File: src/rtl/layer_lut_seq_if.sv
//==============================================================================
// Module   : layer_lut_seq_if
// Brief    : Stream, configuration and status bundle for layer_lut_seq.
//            LAYER_LUT_SEQ_READBACK_EN adds the cfg_re / cfg_rdata pair.
// Revision : 1.0 - initial release
//==============================================================================
`default_nettype none

interface layer_lut_seq_if #(
    parameter int NEURONS  = 8,
    parameter int IN_BITS  = 4,
    parameter int OUT_BITS = 2
);
    localparam int ADDR_W = $clog2(NEURONS) + IN_BITS;

    logic [NEURONS*IN_BITS-1:0]  in_vec;
    logic                        in_valid;
    logic                        in_ready;
    logic [NEURONS*OUT_BITS-1:0] out_vec;
    logic                        out_valid;
    logic                        out_ready;
    logic                        cfg_we;
    logic [ADDR_W-1:0]           cfg_addr;
    logic [OUT_BITS-1:0]         cfg_wdata;
    logic                        cfg_ready;
    logic                        busy;
`ifdef LAYER_LUT_SEQ_READBACK_EN
    logic                        cfg_re;
    logic [OUT_BITS-1:0]         cfg_rdata;

    modport master (
        output in_vec, in_valid, out_ready, cfg_we, cfg_addr, cfg_wdata, cfg_re,
        input  in_ready, out_vec, out_valid, cfg_ready, busy, cfg_rdata
    );
    modport slave (
        input  in_vec, in_valid, out_ready, cfg_we, cfg_addr, cfg_wdata, cfg_re,
        output in_ready, out_vec, out_valid, cfg_ready, busy, cfg_rdata
    );
`else
    modport master (
        output in_vec, in_valid, out_ready, cfg_we, cfg_addr, cfg_wdata,
        input  in_ready, out_vec, out_valid, cfg_ready, busy
    );
    modport slave (
        input  in_vec, in_valid, out_ready, cfg_we, cfg_addr, cfg_wdata,
        output in_ready, out_vec, out_valid, cfg_ready, busy
    );
`endif
endinterface

`default_nettype wire

File: src/rtl/layer_lut_seq.sv
//==============================================================================
// Module   : layer_lut_seq
// Brief    : Time-multiplexed LUT layer; NEURONS truth tables share one memory
//            and are read one neuron per cycle. Optional table readback port
//            enabled by macro LAYER_LUT_SEQ_READBACK_EN.
// Revision : 1.0 - initial release
//==============================================================================
`default_nettype none

module layer_lut_seq #(
    parameter int NEURONS  = 8,
    parameter int IN_BITS  = 4,
    parameter int OUT_BITS = 2
) (
    input  wire            clk,
    input  wire            rst,
    layer_lut_seq_if.slave bus
);
    localparam int c_NW     = $clog2(NEURONS);
    localparam int c_ADDR_W = c_NW + IN_BITS;
    localparam int c_DEPTH  = 2 ** c_ADDR_W;
    localparam logic [c_NW-1:0] c_LAST = c_NW'(NEURONS - 1);

    typedef enum logic [1:0] {
        S_IDLE = 2'd0,
        S_EVAL = 2'd1,
        S_DONE = 2'd2
    } state_t;

    state_t                      r_state;
    logic [NEURONS*IN_BITS-1:0]  r_in_vec;
    logic [c_NW-1:0]             r_cnt;
    logic [c_NW-1:0]             r_wr_idx;
    logic                        r_rd_vld;
    logic                        r_reads_done;
    logic [OUT_BITS-1:0]         r_rdata;
    logic [NEURONS*OUT_BITS-1:0] r_out_vec;
    logic                        r_out_valid;
    logic [OUT_BITS-1:0]         r_table [c_DEPTH];

    logic                        w_idle;
    logic                        w_cfg_ok;
    logic                        w_cfg_wr;
    logic [IN_BITS-1:0]          w_in_k;
    logic [c_ADDR_W-1:0]         w_rd_addr;

    assign w_idle    = (r_state == S_IDLE);
    assign w_cfg_wr  = bus.cfg_we && w_idle && w_cfg_ok;
    assign w_in_k    = r_in_vec[r_cnt*IN_BITS +: IN_BITS];
    assign w_rd_addr = {r_cnt, w_in_k};

    // Neuron field needs a range check only when NEURONS is not a power of two.
    generate
        if ((1 << c_NW) == NEURONS) begin : g_cfg_full
            assign w_cfg_ok = 1'b1;
        end else begin : g_cfg_range
            assign w_cfg_ok = (int'(bus.cfg_addr[c_ADDR_W-1 -: c_NW]) < NEURONS);
        end
    endgenerate

    // Table has no reset so its contents survive rst.
    always_ff @(posedge clk) begin
        if (w_cfg_wr) begin
            r_table[bus.cfg_addr] <= bus.cfg_wdata;
        end
    end

    always_ff @(posedge clk) begin
        if (rst) begin
            r_state      <= S_IDLE;
            r_in_vec     <= '0;
            r_cnt        <= '0;
            r_wr_idx     <= '0;
            r_rd_vld     <= 1'b0;
            r_reads_done <= 1'b0;
            r_rdata      <= '0;
            r_out_vec    <= '0;
            r_out_valid  <= 1'b0;
        end else begin
            case (r_state)
                S_IDLE: begin
                    if (bus.in_valid) begin
                        r_in_vec     <= bus.in_vec;
                        r_cnt        <= '0;
                        r_rd_vld     <= 1'b0;
                        r_reads_done <= 1'b0;
                        r_state      <= S_EVAL;
                    end
                end
                S_EVAL: begin
                    // Read stage: one row per cycle, counter parks on the last neuron.
                    if (!r_reads_done) begin
                        r_rdata  <= r_table[w_rd_addr];
                        r_wr_idx <= r_cnt;
                        r_rd_vld <= 1'b1;
                        if (r_cnt == c_LAST) begin
                            r_reads_done <= 1'b1;
                        end else begin
                            r_cnt <= r_cnt + 1'b1;
                        end
                    end else begin
                        r_rd_vld <= 1'b0;
                    end
                    // Write-back stage trails the read by one cycle.
                    if (r_rd_vld) begin
                        r_out_vec[r_wr_idx*OUT_BITS +: OUT_BITS] <= r_rdata;
                        if (r_wr_idx == c_LAST) begin
                            r_state     <= S_DONE;
                            r_out_valid <= 1'b1;
                        end
                    end
                end
                S_DONE: begin
                    if (bus.out_ready) begin
                        r_state     <= S_IDLE;
                        r_out_valid <= 1'b0;
                    end
                end
                default: begin
                    r_state <= S_IDLE;
                end
            endcase
        end
    end

    assign bus.in_ready  = w_idle;
    assign bus.cfg_ready = w_idle;
    assign bus.busy      = !w_idle;
    assign bus.out_vec   = r_out_vec;
    assign bus.out_valid = r_out_valid;

`ifdef LAYER_LUT_SEQ_READBACK_EN
    logic [OUT_BITS-1:0] r_cfg_rdata;

    // A write on the same edge is forwarded so readback reflects it.
    always_ff @(posedge clk) begin
        if (rst) begin
            r_cfg_rdata <= '0;
        end else if (bus.cfg_re && w_idle) begin
            if (w_cfg_wr) begin
                r_cfg_rdata <= bus.cfg_wdata;
            end else if (w_cfg_ok) begin
                r_cfg_rdata <= r_table[bus.cfg_addr];
            end else begin
                r_cfg_rdata <= '0;
            end
        end
    end

    assign bus.cfg_rdata = r_cfg_rdata;
`endif

endmodule

`default_nettype wire

File: src/flat_wrapper.sv
// flat-port wrapper written by rule: the top's interface ports become plain ports
module layer_lut_seq_flat 
#(
    parameter int NEURONS  = 8,
    parameter int IN_BITS  = 4,
    parameter int OUT_BITS = 2
)
  (clk, rst, bus_in_vec, bus_in_valid, bus_out_ready, bus_cfg_we, bus_cfg_addr, bus_cfg_wdata, bus_in_ready, bus_out_vec, bus_out_valid, bus_cfg_ready, bus_busy);
  layer_lut_seq_if #(.NEURONS(NEURONS), .IN_BITS(IN_BITS), .OUT_BITS(OUT_BITS)) bus_i ();
  input  wire clk;
  input  wire rst;
  input wire logic [$bits(bus_i.in_vec)-1:0] bus_in_vec;
  input wire logic [$bits(bus_i.in_valid)-1:0] bus_in_valid;
  input wire logic [$bits(bus_i.out_ready)-1:0] bus_out_ready;
  input wire logic [$bits(bus_i.cfg_we)-1:0] bus_cfg_we;
  input wire logic [$bits(bus_i.cfg_addr)-1:0] bus_cfg_addr;
  input wire logic [$bits(bus_i.cfg_wdata)-1:0] bus_cfg_wdata;
  output wire logic [$bits(bus_i.in_ready)-1:0] bus_in_ready;
  output wire logic [$bits(bus_i.out_vec)-1:0] bus_out_vec;
  output wire logic [$bits(bus_i.out_valid)-1:0] bus_out_valid;
  output wire logic [$bits(bus_i.cfg_ready)-1:0] bus_cfg_ready;
  output wire logic [$bits(bus_i.busy)-1:0] bus_busy;
  assign bus_i.in_vec = bus_in_vec;
  assign bus_i.in_valid = bus_in_valid;
  assign bus_i.out_ready = bus_out_ready;
  assign bus_i.cfg_we = bus_cfg_we;
  assign bus_i.cfg_addr = bus_cfg_addr;
  assign bus_i.cfg_wdata = bus_cfg_wdata;
  assign bus_in_ready = bus_i.in_ready;
  assign bus_out_vec = bus_i.out_vec;
  assign bus_out_valid = bus_i.out_valid;
  assign bus_cfg_ready = bus_i.cfg_ready;
  assign bus_busy = bus_i.busy;
  layer_lut_seq #(.NEURONS(NEURONS), .IN_BITS(IN_BITS), .OUT_BITS(OUT_BITS)) u_core (.clk(clk), .rst(rst), .bus(bus_i));
endmodule
File: config.mk
export PLATFORM = sky130hd
export DESIGN_NAME = layer_lut_seq_flat
export DESIGN_NICKNAME = d
export VERILOG_FILES = /design/src/rtl/layer_lut_seq_if.sv /design/src/rtl/layer_lut_seq.sv /design/src/flat_wrapper.sv
export SDC_FILE = /design/constraint.sdc
export NUM_CORES = 1
export LEC_CHECK = 0
export CORE_MARGIN = 2
export CORE_UTILIZATION = 50
export CTS_CLUSTER_SIZE = 30
export DETAILED_ROUTE_END_ITERATION = 6
export PLACE_DENSITY_LB_ADDON = 0.25
export SLEW_MARGIN = 20
export SYNTH_ARGS = -nofsm -noshare
export SYNTH_HDL_FRONTEND = slang
export SYNTH_SLANG_ARGS = --single-unit
File: constraint.sdc
create_clock -name clk -period 7.5 [get_ports clk]
set_input_delay 2.25 -clock clk [delete_from_list [all_inputs] [get_ports clk]]
set_output_delay 2.25 -clock clk [all_outputs]
set_load 0.02 [all_outputs]
==> results.sh <==
export IMPL_synth_top_family_by_area="simple AND/OR/NAND/NOR gates"
export IMPL_synth_top_area_frac=0.568
export IMPL_cp_start_kind="flop"
export IMPL_finalClockSkew_ns=0.0102
export IMPL_synthAdderAreaFrac=0.00647
export IMPL_cts_clk_slew_worst_paths_ns=0.06
export IMPL_fmax_mhz=221
export IMPL_grt_pass1_wl_um=52900
export IMPL_setup_viol=0
export IMPL_yosys_area_share_simple=0.182
export IMPL_grt_pass1_vias=9277
export IMPL_worst_ep_required_time_ns=7.90
export IMPL_worstPathMaxFanout=60
export IMPL_core_area_um2=26800
export IMPL_io_pins=66
export IMPL_place_area_um2=14400
export IMPL_first_pass_iters=5
export IMPL_postCtsSetupBuffers=0
export IMPL_ys_seq_elements=317
export IMPL_routed_wl_um=34300
export IMPL_die_area_um2=28400
export IMPL_power_leakage_nw=5.17
export IMPL_ys_flop_type="edfxtp_1"
export IMPL_fin_tns_setup_ns=0
export IMPL_crit_path_top_delay_cell="buf_4"
export IMPL_critical_path_arrival_ns=4.93
export IMPL_hold_viol=0
export IMPL_async_reset_ff_frac=0
export IMPL_synth_area_leaders="edfxtp_1 (57%), dfxtp_1 (9.0%), nand2_1 (7.8%), nor2_1 (4.7%), mux2i_1 (2.4%)"
export IMPL_start_util=0.505
export IMPL_vias_per_cell=5.95
export IMPL_max_slew_margin_rel=0.210
export IMPL_antenna_found_initial=1
export IMPL_die_w_um=169
export IMPL_clk_latency_ns=0.51
export IMPL_rsz0062_at_grt="false"
export IMPL_synth_compound_area_frac=0.0811
export IMPL_grt_max_degree=83
export IMPL_drt_iter0_drc=1058
export IMPL_synth_edf_count=256
export IMPL_final_util=0.579
export IMPL_yosysUniqueCellTypes=57
export IMPL_cts_sinks=317
export IMPL_drcViolationCount=0
export IMPL_crit_top_cell="buf_4"
export IMPL_cp_end_kind="flop"
export IMPL_place_congestion=0.890
export IMPL_clk_path_buf_depth=3
export IMPL_tightest_slew_ns=1.18
export IMPL_synth_seq_area_share=0.658
export IMPL_status="complete, no violations"
export IMPL_dieHeight_um=169
export IMPL_final_min_clock_period_ns=4.53
export IMPL_syn_mean_instance_area_um2=11.3
export IMPL_synth_xor_area_frac=0
export IMPL_ir_drop_mv=0.121
export IMPL_yosys_area_top_type="edfxtp_1"
export IMPL_final_antenna_net_count=0
export IMPL_root_buffer="clkbuf_16"
export IMPL_syn_inst=1196
export IMPL_grt_overflow=0
export IMPL_dpl_hpwl_um=20100
export IMPL_final_cell_area_um2=15500
export IMPL_cts_resized=0
export IMPL_wire_per_inst_um=21.4
export IMPL_slowest_delay_ns=0.66
export IMPL_vias=9541
export IMPL_syn_nets=1249
export IMPL_finalNetCount=1292
export IMPL_htreeDepth=2
export IMPL_synthTopCellsByCount="nand2_1 (283), edfxtp_1 (256), nor2_1 (170), dfxtp_1 (61), a21oi_1 (59)"
export IMPL_cts_hold_buffers_added=0
export IMPL_power_density_nw_per_um2=252
export IMPL_drive_above_1_share=0.0753
export IMPL_post_synth_top_count_cell="nand2_1"
export IMPL_areaGrowthSynthToFinish_pct=14.6
export IMPL_max_cap_violations=0
export IMPL_yosysWarnings=0
export IMPL_io_buffers=65
export IMPL_rows=60
export IMPL_numCtsBuffers=35
export IMPL_fin_crit_sh=0.604
export IMPL_critical_path_class="flop to flop"
export IMPL_synth_area_mux_share=0.0445
export IMPL_cts_tree="yes"
export IMPL_grtUsageTotal=0.241
export IMPL_hp_class="flop to flop"
export IMPL_netlist_area_um2=13500
export IMPL_crit_chain="buf_4 > mux4_2 > or2_1 > buf_4 > and2_2 > buf_4 > mux2i_1 > a221oi_1 > nor3_1 > o311ai_1 > o21ai_1 > a2111oi_2"
export IMPL_n_antenna_cell=0
export IMPL_drv_slew=0
[flip-flops by register name, indices dropped and copies added (netlist names)]
| signal | flops |
|---|---|
| u_core.r_rd_vld | 1 |
| u_core.r_rdata | 2 |
| u_core.r_reads_done | 1 |
| u_core.r_state | 2 |
| u_core.r_wr_idx | 3 |
| u_core.bus.out_valid | 1 |
| u_core.bus.out_vec | 16 |
| u_core.r_in_vec | 32 |
| u_core.r_cnt | 3 |
| u_core.r_table | 256 |
[metal layers]
layer / global-route usage / vias to the layer above / share of wire / routed length [µm]
met2: 0.394 / 400 / 0.48 / 16400
met5: 0 / - / 0.00038 / 13
met4: 0.0791 / 2 / 0.024 / 837
met3: 0.0395 / 65 / 0.074 / 2550
met1: 0.333 / 4677 / 0.42 / 14600
li1: - / 4397 / - / -
[cell type report]
cell class,instances,area (µm²)
clock buffer,43,968
fill,2266,11300
multi-input combinational,801,4290
sequential,317,8910
timing repair buffer,79,748
clock inverter,17,155
tap,341,427
inverter,5,18.8
[worst max-delay path, delay by kind of cell, from the launching register on]
kind                   cells  cell delay (ns)
buffers and inverters      3             1.27
AO/OA/AOI/OAI              4             1.27
AND/OR/NAND/NOR            3             0.74
flip-flops                 1             0.64
multiplexers               2             0.41
[through the flow]
step | power (mW) | worst slack, ns | cells | hold slack [ns]
2_1_floorplan | 2.14 | 4.13 | 1196 | 0.433
3_3_place_gp | 2.26 | 3.02 | 1543 | 0.439
3_5_place_dp | 2.27 | 2.90 | 1543 | 0.443
4_1_cts | 3.92 | 2.97 | 1603 | 0.451
5_1_grt | 4.02 | 2.68 | 1603 | 0.473
6_report | 3.91 | 2.97 | 1603 | 0.450
[worst paths after layout]
check                                          start                            endpoint  slack (ns)  cells after the start
setup / recovery        u_core.r_cnt[1]$_SDFFE_PP0P_      u_core.r_rdata[1]$_SDFFE_PP0P_        2.97                     12
hold / removal    u_core.bus.out_vec[8]$_SDFFE_PP0P_  u_core.bus.out_vec[8]$_SDFFE_PP0P_        0.45                      2
setup reg to reg        u_core.r_cnt[1]$_SDFFE_PP0P_      u_core.r_rdata[1]$_SDFFE_PP0P_        2.97                     12
hold reg to reg   u_core.bus.out_vec[8]$_SDFFE_PP0P_  u_core.bus.out_vec[8]$_SDFFE_PP0P_        0.45                      2
[cell families after synthesis]
| group | after synthesis |
|---|---|
| and+or+nand+nor | 581 |
| DFF | 317 |
| AOI/OAI and AO/OA | 165 |
| buffers and inverters | 78 |
| muxes | 48 |
| adders and majority gates | 7 |
[power by group]
group | switching [mW] | leakage [nW] | internal [mW] | total, mW
registers | 0.00991 | 2.80 | 1.91 | 1.92
logic | 0.210 | 1.82 | 0.0998 | 0.310
clock network | 0.661 | 0.555 | 1.02 | 1.68
total | 0.881 | 5.17 | 3.03 | 3.91
[placed cells by master, fill, tap and decap left out, drive strengths merged, types with 19 or more instances in the layout]
cell             n
and3            39
mux2i           34
a31oi           24
dfxtp           61
nand3           41
a21oi           59
nor2           170
clkdlybuf4s50   62
a211oi          19
nand2          284
clkbuf          43
edfxtp         256
Note: power is estimated with default switching activity, not from simulation.
